===== src/rtl/snake_step_sched.sv =====
// rtl/snake_step_sched.sv - game-step scheduler for the two-player snake datapath
//
// Purpose: produces the periodic game tick, waits for vertical blank, then
// sequences one step request to snake engine 1 and then snake engine 2 over a
// req/ack handshake. It supplies each engine with a filtered direction,
// collects the collision results and drives stage, winner and restart.
//
// Ports:
//   clock, reset                  system clock, asynchronous active-high reset
//   vblank                        high while the display is not reading the board
//   restart                       level, leaves game-over
//   move1, move2        [31:0]    direction codes 1 up, 2 right, 3 down, 4 left
//   step1_req/step2_req           step request to engine 1 / engine 2
//   step1_dir/step2_dir [2:0]     direction for the step, stable while req high
//   step1_ack/step2_ack           engine finished the step
//   step1_collide/step2_collide   collision result, valid while ack high
//   init                          one-cycle pulse, engines reload start positions
//   stage               [1:0]     2 play, 3 game over
//   winner              [1:0]     0 none, 1 snake1, 2 snake2, 3 draw
//   isDrawing                     high except in IDLE
//   step_count          [15:0]    completed steps since last restart, wraps
//
// Optional feature: define SNAKE_STEP_TIMEOUT_EN to give up on an engine that
// does not ack within ACK_TIMEOUT request cycles; that snake counts as collided.

module snake_step_sched #(
   parameter int unsigned TICK_CYCLES = 1000000,
   parameter int unsigned ACK_TIMEOUT = 255
) (
   input  logic        clock,
   input  logic        reset,
   input  logic        vblank,
   input  logic        restart,
   input  logic [31:0] move1,
   input  logic [31:0] move2,
   output logic        step1_req,
   output logic        step2_req,
   output logic [2:0]  step1_dir,
   output logic [2:0]  step2_dir,
   input  logic        step1_ack,
   input  logic        step2_ack,
   input  logic        step1_collide,
   input  logic        step2_collide,
   output logic        init,
   output logic [1:0]  stage,
   output logic [1:0]  winner,
   output logic        isDrawing,
   output logic [15:0] step_count
);

   typedef enum logic [2:0] {
      S_IDLE = 3'd0,
      S_SYNC = 3'd1,
      S_REQ1 = 3'd2,
      S_REQ2 = 3'd3,
      S_EVAL = 3'd4,
      S_OVER = 3'd5
   } state_t;

   // IDLE ends when the counter reaches TICK_CYCLES-1, so IDLE lasts
   // TICK_CYCLES-1 cycles; with SYNC, two-cycle REQ phases and EVAL the
   // step period with instant acks is TICK_CYCLES+5.
   localparam logic [31:0] TICK_LAST = 32'(TICK_CYCLES - 1);

   state_t      r_state;
   state_t      w_next;

   logic [31:0] r_tick;
   logic [31:0] w_tick_inc;
   logic        w_tick_wrap;

   logic [2:0]  r_dir1;
   logic [2:0]  r_dir2;
   logic        r_req1;
   logic        r_req2;
   logic        r_col1;
   logic        r_col2;
   logic        r_init;
   logic [1:0]  r_stage;
   logic [1:0]  r_winner;
   logic [15:0] r_steps;

   logic        w_ack1;
   logic        w_ack2;
   logic        w_done1;
   logic        w_done2;
   logic        w_col1_now;
   logic        w_col2_now;

   // A move is taken only if it is a legal code and not a U-turn.
   function automatic logic [2:0] f_filter(input logic [2:0] cur, input logic [31:0] mv);
      logic [2:0] rev;
      rev = (cur > 3'd2) ? (cur - 3'd2) : (cur + 3'd2);
      f_filter = cur;
      if ((mv >= 32'd1) && (mv <= 32'd4) && (mv[2:0] != rev)) begin
         f_filter = mv[2:0];
      end
   endfunction

   assign w_tick_inc  = r_tick + 32'd1;
   assign w_tick_wrap = (w_tick_inc == TICK_LAST);

   // Acks only count while the matching request is actually raised.
   assign w_ack1 = r_req1 & step1_ack;
   assign w_ack2 = r_req2 & step2_ack;

`ifdef SNAKE_STEP_TIMEOUT_EN
   localparam logic [31:0] TO_LAST = 32'(ACK_TIMEOUT - 1);

   logic [31:0] r_to;
   logic        w_expire;

   // Counts cycles with a request raised; cleared whenever no request is open.
   assign w_expire = (r_req1 | r_req2) & (r_to == TO_LAST);

   always_ff @(posedge clock or posedge reset) begin
      if (reset) begin
         r_to <= '0;
      end else if ((r_req1 & ~w_done1) | (r_req2 & ~w_done2)) begin
         r_to <= r_to + 32'd1;
      end else begin
         r_to <= '0;
      end
   end

   // A real ack on the expiry cycle wins over the timeout.
   assign w_done1    = w_ack1 | (r_req1 & w_expire);
   assign w_done2    = w_ack2 | (r_req2 & w_expire);
   assign w_col1_now = (w_ack1 & step1_collide) | (r_req1 & w_expire & ~w_ack1);
   assign w_col2_now = (w_ack2 & step2_collide) | (r_req2 & w_expire & ~w_ack2);
`else
   logic w_unused_ack_timeout;
   assign w_unused_ack_timeout = (ACK_TIMEOUT != 0);

   assign w_done1    = w_ack1;
   assign w_done2    = w_ack2;
   assign w_col1_now = w_ack1 & step1_collide;
   assign w_col2_now = w_ack2 & step2_collide;
`endif

   // State register
   always_ff @(posedge clock or posedge reset) begin
      if (reset) begin
         r_state <= S_IDLE;
      end else begin
         r_state <= w_next;
      end
   end

   // Next-state logic
   always_comb begin
      w_next = r_state;
      case (r_state)
         S_IDLE: if (w_tick_wrap) w_next = S_SYNC;
         S_SYNC: if (vblank)      w_next = S_REQ1;
         S_REQ1: if (w_done1)     w_next = S_REQ2;
         S_REQ2: if (w_done2)     w_next = S_EVAL;
         S_EVAL: w_next = (r_col1 | r_col2) ? S_OVER : S_IDLE;
         S_OVER: if (restart)     w_next = S_IDLE;
         default: w_next = S_IDLE;
      endcase
   end

   // Output logic
   always_comb begin
      isDrawing = (r_state != S_IDLE);
   end

   // Datapath: tick counter, requests, directions, results
   always_ff @(posedge clock or posedge reset) begin
      if (reset) begin
         r_tick   <= '0;
         r_dir1   <= 3'd2;
         r_dir2   <= 3'd4;
         r_req1   <= 1'b0;
         r_req2   <= 1'b0;
         r_col1   <= 1'b0;
         r_col2   <= 1'b0;
         r_init   <= 1'b0;
         r_stage  <= 2'd2;
         r_winner <= 2'd0;
         r_steps  <= '0;
      end else begin
         r_init <= 1'b0;

         // Requests are computed from the current state, so they rise one
         // cycle after the FSM enters REQx and drop on the completing edge.
         r_req1 <= (r_state == S_REQ1) & ~w_done1;
         r_req2 <= (r_state == S_REQ2) & ~w_done2;

         if (r_state == S_IDLE) begin
            r_tick <= w_tick_wrap ? 32'd0 : w_tick_inc;
         end

         if ((r_state == S_SYNC) && vblank) begin
            r_dir1 <= f_filter(r_dir1, move1);
            r_dir2 <= f_filter(r_dir2, move2);
         end

         if ((r_state == S_REQ1) && w_done1) begin
            r_col1 <= w_col1_now;
         end
         if ((r_state == S_REQ2) && w_done2) begin
            r_col2 <= w_col2_now;
         end

         if (r_state == S_EVAL) begin
            r_steps <= r_steps + 16'd1;
            if (r_col1 | r_col2) begin
               // {col1, col2}: snake2 only -> 1, snake1 only -> 2, both -> 3
               r_winner <= {r_col1, r_col2};
               r_stage  <= 2'd3;
            end
         end

         if ((r_state == S_OVER) && restart) begin
            r_dir1   <= 3'd2;
            r_dir2   <= 3'd4;
            r_winner <= 2'd0;
            r_steps  <= '0;
            r_tick   <= '0;
            r_stage  <= 2'd2;
            r_init   <= 1'b1;
         end
      end
   end

   assign step1_req  = r_req1;
   assign step2_req  = r_req2;
   assign step1_dir  = r_dir1;
   assign step2_dir  = r_dir2;
   assign init       = r_init;
   assign stage      = r_stage;
   assign winner     = r_winner;
   assign step_count = r_steps;

endmodule


===== config.mk =====
export PLATFORM = sky130hd
export DESIGN_NAME = snake_step_sched
export DESIGN_NICKNAME = d
export VERILOG_FILES = /design/src/rtl/snake_step_sched.sv
export SDC_FILE = /design/constraint.sdc
export NUM_CORES = 1
export LEC_CHECK = 0
export ABC_AREA = 1
export CORE_ASPECT_RATIO = 0.5
export CORE_MARGIN = 2
export CORE_UTILIZATION = 31
export CTS_BUF_LIST = sky130_fd_sc_hd__clkbuf_16
export DETAILED_ROUTE_END_ITERATION = 8
export SETUP_SLACK_MARGIN = 0.02
export SLEW_MARGIN = 10
export SYNTH_ARGS = -nofsm -noshare
export SYNTH_HDL_FRONTEND = slang
export SYNTH_SLANG_ARGS = --single-unit

===== constraint.sdc =====
create_clock -name clock -period 2.25 [get_ports clock]
set_clock_uncertainty 0.05 [all_clocks]
set_input_delay 0.45 -clock clock [delete_from_list [all_inputs] [get_ports clock]]
set_output_delay 0.45 -clock clock [all_outputs]
set_load 0.05 [all_outputs]

# Word level (Yosys, flattened, before mapping)
# Index checks and enable logic that the tools add are counted.
# totals
reg_bits	66
output_inout_bits	30
# op_classes
add_sub_neg	6
n_lt_le_gt_ge	6
n_eq_ne	13
muxes	27
n_bitwise	9
n_reduce_logical	20
# op_table
operator	n
$mux W32	3
$ge A32 B1 Y1 const B	2
$le A32 B3 Y1 const B	2
$mux W3	14
$add A32 B1 Y32 const B	1
$eq A32 B20 Y1 const B	1
$mux W16	2
$pmux W3 S6	1
$add A16 B1 Y16 const B	1
$mux W2	6
$reduce_bool A2 Y1	6
$ne A2 B2 Y1 const B	5
$logic_and A1 B1 Y1	8
$add A3 B2 Y3 const B	2
$and A1 B1 Y1	6
$eq A3 B2 Y1 const B	2
$eq A3 B3 Y1 const B	2
$gt A3 B2 Y1 const B	2
$ne A3 B3 Y1	2
$reduce_and A2 Y1	3
$sub A3 B2 Y3 const B	2
$reduce_and A5 Y1	1
$eq A3 B1 Y1 const B	1
$logic_not A3 Y1	1
other kinds (4)	5

# Depth between registers and ports, before layout
# logic_depth
word_depth	7
ltp_mapped	16

# Worst setup path before layout
# No wires, ideal clock.
# synth_path
kind	register to register
startpoint	reg r_steps[0], in the netlist step_count[0]
endpoint	reg r_steps[14], in the netlist step_count[14]
setup_ns	0.078
arrival_ns	1.954
required_ns	2.122
path_slack_ns	0.169
path_stages_with_launch	11
n_path_buf	0
cell_sequence	dfrtp_1 -> ha_1 -> nand2_1 -> nor3_1 -> nand2_1 -> nor2_1 -> and3_1 -> nand2_1 -> nor2_1 -> o21ai_0 -> a21oi_1
# synth_via
elab_chain_len	3
# synth_rtl
element	line	rtl
start: declaration	81	logic [15:0] r_steps;
start signal: assignment	208	r_steps <= r_steps + 16'd1;
$add A16 B1 Y16	208	
$mux W16	207	if (r_state == S_EVAL) begin
$mux W16	216	if ((r_state == S_OVER) && restart) begin
# No other way between the ends. The select of a mux whose other input is x is not followed.
# A chain may end at the register's enable or synchronous reset.

# Worst setup path in the final report
# layout_path
startpoint	reg r_tick[0]
endpoint	reg r_tick[16]
# layout_via
elab_chain_len	5
# layout_rtl
element	line	rtl
start: declaration	68	logic [31:0] r_tick;
start signal: assignment	192	r_tick <= w_tick_wrap ? 32'd0 : w_tick_inc;
$add A32 B1 Y32 (*)	100	assign w_tick_inc = r_tick + 32'd1;
$eq A32 B20 Y1	101	assign w_tick_wrap = (w_tick_inc == TICK_LAST);
$mux W32 (*)	192	
$mux W32 (*)	191	if (r_state == S_IDLE) begin
$mux W32 (*)	216	
# Every way passes the cells marked *; elsewhere a longest branch is shown, timed or not. The select of a mux whose other input is x is not followed.

==> flow_summary.rst <==
.. list-table::
   :header-rows: 1

   * - Metric
     - Value
   * - Run status
     - completed
   * - Switching Fraction
     - 0.4280
   * - Flop-to-flop setup slack
     - roughly 58 ps
   * - Horiz. Die Dim
     - about 170 um
   * - Antenna violations before repair
     - 0
   * - Final routed wirelength across all metal layers
     - roughly 13,000 um
   * - Number of synthesis warnings
     - 0
   * - Element type at the critical path end
     - flop
   * - Pre-Repair DR Iteration Count
     - 5
   * - Count of pins over their slew limit
     - 0
   * - Number of rows in the core area
     - 30
   * - Net Sw Power
     - 2.365 mW
   * - Highest attainable clock frequency
     - roughly 460 MHz
   * - Final setup violation count
     - 0
   * - Worst slew slack as a fraction of its limit
     - 0.6388
   * - Period utilization
     - 0.9744
   * - Mapped Area
     - around 0.0043 mm^2
   * - Number of fillers in the final layout
     - about 1,300
   * - Ports placed on the boundary
     - just over 100
   * - Overall track demand over capacity in global routing
     - 0.1779
   * - Setup total negative slack
     - 0 ps
   * - Main area contributors after synthesis
     - sky130_fd_sc_hd__dfrtp_1, sky130_fd_sc_hd__nand2_1, sky130_fd_sc_hd__nor2_1
   * - Logic gate share of total power
     - 0.454
   * - Vertical die dimension
     - roughly 88 um
   * - Avg WL per Cell
     - approximately 13 um
   * - Delay of the slowest critical-path stage
     - 350 ps
   * - Leakage power of the design
     - between 2 and 3 nW
   * - Number of clock buffers inserted by TritonCTS
     - 9
   * - Internal Dissipation
     - around 3.2 mW
   * - CTS tree
     - built
   * - Most frequent cell on the critical path
     - sky130_fd_sc_hd__nand2_2
   * - Cell type contributing the most total cell area after synthesis
     - sky130_fd_sc_hd__dfrtp_1
   * - Routed via count divided by cell count
     - around 4.8
   * - Clk root buf
     - sky130_fd_sc_hd__clkbuf_16
   * - Flop pwr share
     - 0.298
   * - Cell type group with the largest total delay on the critical path
     - simple AND/OR/NAND/NOR gates
   * - Worst setup SP type
     - flop
   * - Maximum Capacitance Violations
     - 0
   * - Share of cells above drive strength 1
     - 0.1310
   * - Clock input transition at the sequential cells of the worst setup and hold paths
     - about 60 ps
   * - Iteration-0 DRC Markers
     - 150
   * - Cells after synthesis
     - 643
   * - Maximum number of pins on one net before global-route repair
     - 31
   * - Share of synthesized area occupied by flip-flops and latches
     - 0.3746
   * - Endpoint required time on the critical path
     - between 2000 and 2500 ps
   * - Maximum fanout count along the critical path
     - 7
   * - # nets final
     - around 840
   * - Cell count after placement
     - 943
   * - Routed via count
     - around 4,600
   * - Beginning of the worst register-to-register path
     - r_tick[0]$_DFFE_PP0P_
   * - Worst IR drop on VDD
     - between 0.4 and 0.5 mV
   * - Seq cells post-synth
     - 65
   * - Crit Path Category
     - flop to flop
   * - Number of hold-repair buffers added at the cts stage
     - 0
   * - Top-area cell type share of the netlist area
     - 0.3625
   * - Area of the core
     - about 0.014 mm^2
   * - Number of sinks on the clock net
     - 65
   * - Clock power share
     - 0.248
   * - Final weighted congestion in routability-driven placement
     - around 0.9
   * - Via count of the first global-routing pass
     - around 4,400
   * - Chain of cells forming the critical path
     - ha_2 > nand2_2 > nor2_4 > nand2_2 > nor2_4 > nand2_2 > nand2_1 > nand2_2 > nor2_4 > nand2_1 > nor2_2 > nand3_4 > nand2_8 > o21ai_0
   * - # DRC
     - 0
   * - First-pass GRT wire length
     - ~21,000 um
   * - Worst Path Arrival
     - ~2300 ps
   * - Mean area per synthesized cell
     - ~6.8 um^2
   * - Worst skew pair latency
     - 330 ps
   * - Port buffer count
     - 100
   * - Critical-path cell with the highest stage delay
     - sky130_fd_sc_hd__dfrtp_1
   * - Htree depth
     - 3
   * - Areal power density over the cells
     - roughly 900 mW/mm^2
   * - Inserted Diodes
     - 0
   * - Utilization after layout
     - 0.4511
   * - Overall overflow remaining after global route
     - 0
   * - Starting density of the core
     - 0.3192
   * - Maximum clock path buffer count
     - 2
   * - Number of nets with antenna violations after detailed routing
     - 0
   * - Slew of the pin with the lowest slew margin
     - about 540 ps
   * - Half-perimeter wire length of the detailed placement result
     - 9770 um
   * - Mapped Nets
     - 720
   * - Total count of hold-check failures in the final report
     - 0
   * - Area growth syn-to-layout
     - 41.31%
   * - RSZ-0062 raised after global routing
     - true
   * - Post-synth cell types
     - 36
   * - Worst reg2reg endpoint
     - r_tick[16]$_DFFE_PP0P_
   * - Full die area
     - 0.01505 mm^2
   * - Final cell count without fillers
     - just under 1,000
   * - Type of the worst min-delay path
     - primary input to async pin
   * - Length in cells of the worst reg-to-reg path
     - 14
   * - Clock period minus worst slack
     - 2192 ps
   * - Buffers and inverters on the worst path
     - 0
-- registers in the layout, indices dropped and copies added (netlist names) --
name / cells
r_col1: 1
step2_dir: 3
step1_dir: 3
r_tick: 32
init: 1
stage: 1
r_state: 3
step2_req: 1
r_col2: 1
winner: 2
step_count: 16
step1_req: 1
-- through the flow --
step | hold slack, ps | setup WS [ps] | power [mW] | instance area, um^2
6_report | 409.9 | 57.56 | 5.525 | 6146
3_5_place_dp | 451.3 | -22.12 | 4.096 | 5718
4_1_cts | 423.3 | 29.62 | 5.525 | 6045
5_1_grt | 445.9 | -104.2 | 5.861 | 6146
3_3_place_gp | 450.3 | 42.23 | 4.073 | 5718
2_1_floorplan | 433.7 | 126.9 | 3.211 | 4349
-- area by class of cell --
| cell class | count | area [um^2] | share of cell area |
|---|---|---|---|
| clock buffer | 9 | 225.2 | 0.03664 |
| clock inverter | 7 | 63.81 | 0.01038 |
| inverter | 70 | 262.8 | 0.04275 |
| multi-input combinational | 496 | 2511 | 0.4086 |
| sequential | 65 | 1632 | 0.2655 |
| tap | 192 | 240.2 | 0.03909 |
| timing repair buffer | 124 | 1211 | 0.1971 |
-- cells in the final DEF, fill, tap and decap left out, types with 2 or more instances in the layout --
master and n:
sky130_fd_sc_hd__nand2_1 186, sky130_fd_sc_hd__clkdlybuf4s50_1 97, sky130_fd_sc_hd__nor2_1 84, sky130_fd_sc_hd__inv_1 71, sky130_fd_sc_hd__dfrtp_1 61, sky130_fd_sc_hd__nand3_1 56, sky130_fd_sc_hd__o21ai_0 27, sky130_fd_sc_hd__buf_4 24
sky130_fd_sc_hd__nand2_2 14, sky130_fd_sc_hd__nor3_1 14, sky130_fd_sc_hd__a21oi_1 14, sky130_fd_sc_hd__nor2_4 11, sky130_fd_sc_hd__nand3b_1 10, sky130_fd_sc_hd__nor2_2 9, sky130_fd_sc_hd__clkbuf_16 9, sky130_fd_sc_hd__xor2_1 8
sky130_fd_sc_hd__or2_2 8, sky130_fd_sc_hd__nor4_1 8, sky130_fd_sc_hd__nand4_1 6, sky130_fd_sc_hd__o21ai_1 4, sky130_fd_sc_hd__xnor2_1 4, sky130_fd_sc_hd__ha_1 4, sky130_fd_sc_hd__o21ai_2 3, sky130_fd_sc_hd__a31oi_1 3
sky130_fd_sc_hd__buf_12 3, sky130_fd_sc_hd__nand3_4 2, sky130_fd_sc_hd__nand2_4 2, sky130_fd_sc_hd__o21bai_1 2, sky130_fd_sc_hd__nand2_8 2, sky130_fd_sc_hd__o22ai_1 2, sky130_fd_sc_hd__and3_1 2, sky130_fd_sc_hd__a211oi_1 2
sky130_fd_sc_hd__clkinv_4 2, sky130_fd_sc_hd__dfrtp_2 2, sky130_fd_sc_hd__dfstp_2 2
-- cells in the mapped netlist --
| library cell | number |
|---|---|
| sky130_fd_sc_hd__buf_4 | 1 |
| sky130_fd_sc_hd__nand4_1 | 6 |
| sky130_fd_sc_hd__nor2_4 | 8 |
| sky130_fd_sc_hd__nand2_1 | 191 |
| sky130_fd_sc_hd__a21oi_1 | 14 |
| sky130_fd_sc_hd__or2_2 | 8 |
| sky130_fd_sc_hd__clkbuf_1 | 11 |
| sky130_fd_sc_hd__xor2_1 | 8 |
| sky130_fd_sc_hd__nand3b_1 | 10 |
| sky130_fd_sc_hd__nor3b_1 | 1 |
| sky130_fd_sc_hd__o21bai_2 | 1 |
| sky130_fd_sc_hd__o21bai_1 | 2 |
| sky130_fd_sc_hd__a211oi_1 | 2 |
| sky130_fd_sc_hd__nand3_1 | 57 |
| sky130_fd_sc_hd__xnor2_1 | 4 |
| sky130_fd_sc_hd__a22o_1 | 1 |
| sky130_fd_sc_hd__a31oi_1 | 3 |
| sky130_fd_sc_hd__nor3_1 | 14 |
| sky130_fd_sc_hd__nand3_2 | 2 |
| sky130_fd_sc_hd__dfstp_2 | 2 |
| sky130_fd_sc_hd__a31o_2 | 1 |
| sky130_fd_sc_hd__o21a_1 | 1 |
| sky130_fd_sc_hd__conb_1 | 1 |
| sky130_fd_sc_hd__o21ai_0 | 34 |
| sky130_fd_sc_hd__nor2_2 | 5 |
| sky130_fd_sc_hd__nor3_2 | 1 |
| sky130_fd_sc_hd__and3_1 | 2 |
| sky130_fd_sc_hd__nor4_1 | 8 |
| sky130_fd_sc_hd__inv_1 | 70 |
| sky130_fd_sc_hd__o22ai_1 | 2 |
| sky130_fd_sc_hd__ha_1 | 5 |
| sky130_fd_sc_hd__dfrtp_1 | 63 |
| sky130_fd_sc_hd__nand2_4 | 3 |
| sky130_fd_sc_hd__nand2_2 | 9 |
| sky130_fd_sc_hd__nor2_1 | 91 |
| sky130_fd_sc_hd__buf_6 | 1 |
-- kinds of logic after synthesis --
kind of cell,share of synthesized area
xor gates and xnor gates,0.02417
adders and majority gates,0.01438
and+or+nand+nor,0.4341
other,0.0008622
buffers and inverters,0.07422
DFF,0.3746
AOI/OAI and AO/OA,0.07767
-- power groups by stage --
stage | clock [mW] | combinational, mW | sequential, mW
after detailed placement | 0 | 2.44 | 1.66
after global placement | 0 | 2.42 | 1.65
final | 1.37 | 2.51 | 1.64
after global routing | 1.44 | 2.73 | 1.69
after floorplan | 0 | 1.08 | 2.13
after CTS | 1.39 | 2.49 | 1.64
-- repair_timing --
item	4_1_cts	5_1_grt
gates resized for setup	4	31
pin swaps	6	7
buffers inserted	1	2
gates cloned	1	0
endpoints found under the setup margin	9	15
-- worst register-to-register path, stage by stage (launching register included) --
cell and delay [ps]:
sky130_fd_sc_hd__dfrtp_1 350, sky130_fd_sc_hd__ha_2 190, sky130_fd_sc_hd__nand2_2 70, sky130_fd_sc_hd__nor2_4 240, sky130_fd_sc_hd__nand2_2 120, sky130_fd_sc_hd__nor2_4 150
sky130_fd_sc_hd__nand2_2 60, sky130_fd_sc_hd__nand2_1 70, sky130_fd_sc_hd__nand2_2 70, sky130_fd_sc_hd__nor2_4 120, sky130_fd_sc_hd__nand2_1 70, sky130_fd_sc_hd__nor2_2 130
sky130_fd_sc_hd__nand3_4 160, sky130_fd_sc_hd__nand2_8 150, sky130_fd_sc_hd__o21ai_0 90
-- worst max path at each step --
stage                               start                        to  slack [ps]  cells after the start
global placement                move2[14]  step2_dir[1]$_DFFE_PP0P_          40                      7
detailed placement              move1[16]  step1_dir[0]$_DFFE_PP0P_         -20                      9
global route        r_tick[0]$_DFFE_PP0P_    r_state[1]$_DFFE_PP0P_        -100                     13
finish              r_tick[0]$_DFFE_PP0P_    r_tick[16]$_DFFE_PP0P_          60                     14
floorplan                           reset            init$_DFF_PP0_         130                      1
CTS                 r_tick[0]$_DFFE_PP0P_     r_tick[9]$_DFFE_PP0P_          30                     12
-- layer usage --
metal	GRT usage	wire length, um	vias up
met3	0.04067	667	11
met4	0.05855	188	0
met5	0	0	-
met2	0.3195	6138	111
li1	-	-	2316
met1	0.2136	5664	2137
Note: power is estimated with default switching activity, not from simulation.
